File: src/rtl/drum_pkg.sv
// Shared definitions for the drum solver output path: audio core register map
// and the sink state encoding.
package drum_pkg;

    localparam logic [31:0] AUD_FIFOSPACE_OFS = 32'd4;
    localparam logic [31:0] AUD_LEFT_OFS      = 32'd8;
    localparam logic [31:0] AUD_RIGHT_OFS     = 32'd12;

    typedef enum logic [2:0] {
        IDLE,
        RD_SPACE,
        CHECK,
        WR_LEFT,
        WR_RIGHT
    } sink_state_t;

    // FIFOSPACE[31:16] = {WSLC, WSRC}; a write is safe only if both channels have room.
    function automatic logic space_ok(input logic [15:0] wslc_wsrc);
        return (|wslc_wsrc[15:8]) && (|wslc_wsrc[7:0]);
    endfunction

endpackage

File: src/rtl/drum_sample_scale.sv
// Shift a signed node sample left by GAIN_SHIFT, saturate back to IN_W bits and
// left-justify it in a 32-bit audio word.
module drum_sample_scale #(
    parameter int IN_W       = 18,
    parameter int GAIN_SHIFT = 0
) (
    input  logic signed [IN_W-1:0] sample,
    output logic        [31:0]     word
);

    localparam int W = IN_W + GAIN_SHIFT;

    localparam logic [IN_W-1:0] SAT_MAX = {1'b0, {(IN_W-1){1'b1}}};
    localparam logic [IN_W-1:0] SAT_MIN = {1'b1, {(IN_W-1){1'b0}}};

    logic signed [W-1:0]    scaled;
    logic        [IN_W-1:0] sat;

    // The value fits in IN_W bits only when every bit above the new sign bit
    // matches the true sign.
    always_comb begin
        scaled = W'(sample) <<< GAIN_SHIFT;
        if (scaled[W-1:IN_W-1] != {(GAIN_SHIFT+1){scaled[W-1]}})
            sat = scaled[W-1] ? SAT_MIN : SAT_MAX;
        else
            sat = scaled[IN_W-1:0];
    end

    assign word = {sat, {(32-IN_W){1'b0}}};

endmodule

File: src/rtl/drum_audio_sink.sv
// Drum solver sample sink: converts each accepted sample to an audio word, polls
// the audio core FIFOSPACE and writes the word to both channels over Avalon-MM.
module drum_audio_sink
    import drum_pkg::*;
#(
    parameter int          IN_W       = 18,
    parameter int          GAIN_SHIFT = 0,
    parameter logic [31:0] AUD_BASE   = 32'hFF20_3040
) (
    input  logic                   clk,
    input  logic                   rst,
    input  logic signed [IN_W-1:0] sample_in,
    input  logic                   sample_valid,
    output logic                   sample_ready,
    output logic        [31:0]     bus_addr,
    output logic                   bus_read,
    output logic                   bus_write,
    output logic        [31:0]     bus_writedata,
    input  logic        [31:0]     bus_readdata,
    input  logic                   bus_waitrequest,
    output logic        [31:0]     samples_sent
);

    sink_state_t state, state_nxt;
    logic [31:0] word, scaled_word;
    logic        space_good;

    // Only the channel-space bytes of FIFOSPACE matter to this sink.
    logic readdata_unused;
    assign readdata_unused = ^bus_readdata[15:0];

    drum_sample_scale #(
        .IN_W      (IN_W),
        .GAIN_SHIFT(GAIN_SHIFT)
    ) u_scale (
        .sample(sample_in),
        .word  (scaled_word)
    );

    always_ff @(posedge clk) begin
        if (!rst) begin
            state        <= IDLE;
            word         <= '0;
            space_good   <= 1'b0;
            samples_sent <= '0;
        end else begin
            state <= state_nxt;
            if (state == IDLE && sample_valid)
                word <= scaled_word;
            if (state == RD_SPACE && !bus_waitrequest)
                space_good <= space_ok(bus_readdata[31:16]);
            if (state == WR_RIGHT && !bus_waitrequest)
                samples_sent <= samples_sent + 32'd1;
        end
    end

    // Bus outputs decode purely from registered state, so they hold steady under waitrequest.
    always_comb begin
        state_nxt     = state;
        sample_ready  = 1'b0;
        bus_read      = 1'b0;
        bus_write     = 1'b0;
        bus_addr      = '0;
        bus_writedata = '0;
        case (state)
            IDLE: begin
                sample_ready = 1'b1;
                if (sample_valid)
                    state_nxt = RD_SPACE;
            end
            RD_SPACE: begin
                bus_read = 1'b1;
                bus_addr = AUD_BASE + AUD_FIFOSPACE_OFS;
                if (!bus_waitrequest)
                    state_nxt = CHECK;
            end
            CHECK: begin
                state_nxt = space_good ? WR_LEFT : RD_SPACE;
            end
            WR_LEFT: begin
                bus_write     = 1'b1;
                bus_addr      = AUD_BASE + AUD_LEFT_OFS;
                bus_writedata = word;
                if (!bus_waitrequest)
                    state_nxt = WR_RIGHT;
            end
            WR_RIGHT: begin
                bus_write     = 1'b1;
                bus_addr      = AUD_BASE + AUD_RIGHT_OFS;
                bus_writedata = word;
                if (!bus_waitrequest)
                    state_nxt = IDLE;
            end
            default: state_nxt = IDLE;
        endcase
    end

endmodule

File: config.mk
export PLATFORM = sky130hd
export DESIGN_NAME = drum_audio_sink
export DESIGN_NICKNAME = d
export VERILOG_FILES = /design/src/rtl/drum_pkg.sv /design/src/rtl/drum_sample_scale.sv /design/src/rtl/drum_audio_sink.sv
export SDC_FILE = /design/constraint.sdc
export NUM_CORES = 1
export LEC_CHECK = 0
export BUFFER_PORTS_ARGS = -buffer_cell sky130_fd_sc_hd__clkbuf_2
export CAP_MARGIN = 10
export CORE_MARGIN = 2
export CORE_UTILIZATION = 50
export CTS_BUF_LIST = sky130_fd_sc_hd__clkbuf_8
export DETAILED_ROUTE_END_ITERATION = 8
export HOLD_SLACK_MARGIN = 0.05
export PLACE_DENSITY = 0.82
export SLEW_MARGIN = 20
export SYNTH_ARGS = -nofsm -noshare
export SYNTH_HDL_FRONTEND = slang
export SYNTH_HIERARCHICAL = 1
export SYNTH_SLANG_ARGS = --single-unit
File: constraint.sdc
create_clock -name clk -period 2.95 [get_ports clk]
set_clock_uncertainty 0.1 [all_clocks]
set_input_delay 0.1475 -clock clk [delete_from_list [all_inputs] [get_ports clk]]
set_output_delay 0.1475 -clock clk [all_outputs]
set_load 0.005 [all_outputs]
==> results_dict.tcl <==
set metrics [dict create \
    fp.dieH_um 88.5 \
    fin_ws_ns 0.478 \
    ir_drop_mv 0.263 \
    syn-cell-area_um2 3570 \
    hpwl_um 5600 \
    cts_tree "yes" \
    coreArea_um2 6830 \
    status "finished, final reports clean" \
    wire_per_inst_um 12.6 \
    chipWidth_um 88.5 \
    drtPass1Iterations 4 \
    synth_edf_count 0 \
    clockBufferDepth 2 \
    post_cts_resized 0 \
    p_clk_share_pct 35.9 \
    fmax_ghz 0.405 \
    clkTransAtPathRegs_ns 0.08 \
    clock-root-buffer "clkbuf_8" \
    synth_cells 459 \
    path_class "reg -> reg" \
    worstPathMaxFanout 11 \
    h-tree-depth 3 \
    p_int_mw 1.32 \
    diodes 0 \
    timing.critical_path.from "state[1]" \
    vias 3310 \
    switchingPower_mw 0.466 \
    slew-limit-headroom_pct 26.8 \
    row_count 30 \
    setup-violations-final 0 \
    ys_types 35 \
    drv_cap 0 \
    drc 0 \
    setup_tns_ns 0 \
    cts_buffers 9 \
    power_frac_comb_pct 10.0 \
    area_delta_synth_final_pct 17.9 \
    dp_slack_ns 0.476 \
    cp_data_required_time_ns 3.11 \
    ant_nets 0 \
    hold_path.class "in -> reg" \
    netlist_top_cells_area "dfxtp_1 (38%), buf_4 (13%), nand2_1 (9.1%)" \
    post-route-min-period_ns 2.47 \
    ys_seq_area_share_pct 38.2 \
    worst_setup_path_start_kind "flop" \
    avgSynthCellArea_um2 7.77 \
    gp_congestion 0.788 \
    worstHoldStart "rst" \
    clock_latency_ns 0.33 \
    reg2reg_from "state[1]" \
    ys_ff_latch 68 \
    num-fill-cells 625 \
    drt_iter0_markers 141 \
    numPortBuffers 118 \
    viasPerCell 5.05 \
    initial_core_util_pct 52.2 \
    pin_count 153 \
    postCtsSetupRepairBufs 0 \
    track_usage_pct 20.8 \
    cts_num_sinks 68 \
    synth_flop_cell "dfxtp_1" \
    drive_gt1_share_pct 24.9 \
    grt_pass1_wl_um 12900 \
    rsz0062_at_grt "no" \
    arrival_ns 2.63 \
    cts_hold_buf 18 \
    grt_pass1_vias 2979 \
    powerDensity_nw_per_um2 425 \
    p_leak_nw 1.82 \
    ys_warn_count 6 \
    synth_top_area_cell "dfxtp_1" \
    ys_async_sr_fraction_pct 0 \
    netSwitchingFraction_pct 26.1 \
    fin_crit_sh_pct 83.8 \
    antenna_found_initial 0 \
    tightest_slew_ns 1.10 \
    overflow 0 \
    crit_path_end_kind "flop" \
    grt_max_degree 64 \
    slew_violations 0 \
    seqPwrFrac_pct 54.2 \
    synth_top_area_share_pct 38.2 \
    wirelength_um 8230 \
    die_area_um2 7820 \
    finalNetCount 609 \
    hold_violations 0 \
]
[cell families after synthesis]
kind of cell / Yosys count / synth area share, %
simple gates: 207 / 29.9
buf+inv: 90 / 16.2
compound gates: 78 / 11.9
flops: 68 / 38.2
xor+xnor: 9 / 2.21
mux: 4 / 1.12
other cells: 2 / 0.211
fa+ha+maj: 1 / 0.351
[stage by stage]
stage / total power, mW / util (%) / cells / instance area (um2) / hold WS (ns)
2_1_floorplan: 1.14 / - / 489 / 3680 / 0.193
3_3_place_gp: 1.14 / 56.6 / 621 / 3860 / 0.272
3_5_place_dp: 1.15 / 56.6 / 621 / 3860 / 0.277
4_1_cts: 1.79 / 61.6 / 655 / 4210 / 0.0526
5_1_grt: 1.88 / 61.6 / 655 / 4210 / 0.0895
6_report: 1.79 / 61.6 / 655 / 4210 / 0.0617
[synthesized netlist by cell type, types with 2 or more instances]
cell type  instances
nand2_1           86
dfxtp_1           68
buf_4             61
a21oi_1           56
and2_1            35
clkbuf_1          22
nor2_1            18
o31ai_1           13
or4_1             13
nand4_1           10
nand3_1            9
o21ai_0            8
or3_1              8
nor4_1             7
and4_1             6
nand2b_1           5
xor2_1             5
mux2i_1            4
xnor2_1            4
inv_1              3
buf_2              2
conb_1             2
nor3_1             2
[state kept, by name (all words and copies together) (netlist names)]
register      count
samples_sent     32
space_good        1
state             3
word             32
[critical path, stage by stage (launching register included)]
cell	delay, ns
dfxtp_1	0.43
or4b_1	0.57
or4_1	0.65
or4_1	0.51
a21oi_1	0.14
[cell usage in the layout (no fill, tap or decap), drive strengths merged]
cell	n
dlygate4sd3	18
or4b	1
buf	4
nand3b	1
clkinvlp	1
or2	1
and3	1
or3	9
and2	35
nor2	18
xnor2	4
and4	6
inv	7
or4	13
mux2i	4
nor4	7
o21ai	8
conb	32
or2b	1
a21oi	56
ha	1
clkbuf	127
o31ai	13
nand4b	1
nand2	86
nor3	2
xor2	5
nand3	9
dfxtp	68
nor4b	1
clkinv	3
nand2b	5
a31oi	1
nand4	10
[power by group through the flow]
stage                     sequential, mW  combinational, mW  clock (mW)
final                              0.967              0.178       0.640
after global routing               0.971              0.204       0.705
after CTS                          0.967              0.176       0.652
after detailed placement           0.988              0.157           0
after global placement             0.985              0.153           0
after floorplan                    0.979              0.165           0
[final timing paths]
path                            cells past startpoint          endpoint  slack, ns
worst max-delay path                                4  samples_sent[28]       0.48
worst max register to register                      4  samples_sent[28]       0.48
worst min-delay path                                3  samples_sent[23]       0.06
worst min register to register                      2          word[20]       0.35
[routing by layer]
layer  part of all wire [%]  global-route usage (%)  vias up
met4                    3.1                    10.6        0
met2                     49                    35.9      111
met3                    4.5                    3.64       26
met1                     43                    24.9     1518
li1                       -                       -     1655
met5                      0                       0        -
[final cells by class]
| class | count | area, um2 | area share (%) |
|---|---|---|---|
| multi-input cells | 331 | 1750 | 41.5 |
| flip-flops and latches | 68 | 1360 | 32.4 |
| repair buffers | 140 | 801 | 19.0 |
| clock buffers | 9 | 124 | 2.95 |
| well taps | 96 | 120 | 2.86 |
| clock inverters | 7 | 37.5 | 0.893 |
| inverters | 4 | 15.0 | 0.357 |
No activity file was read; power rests on OpenSTA's default activity.
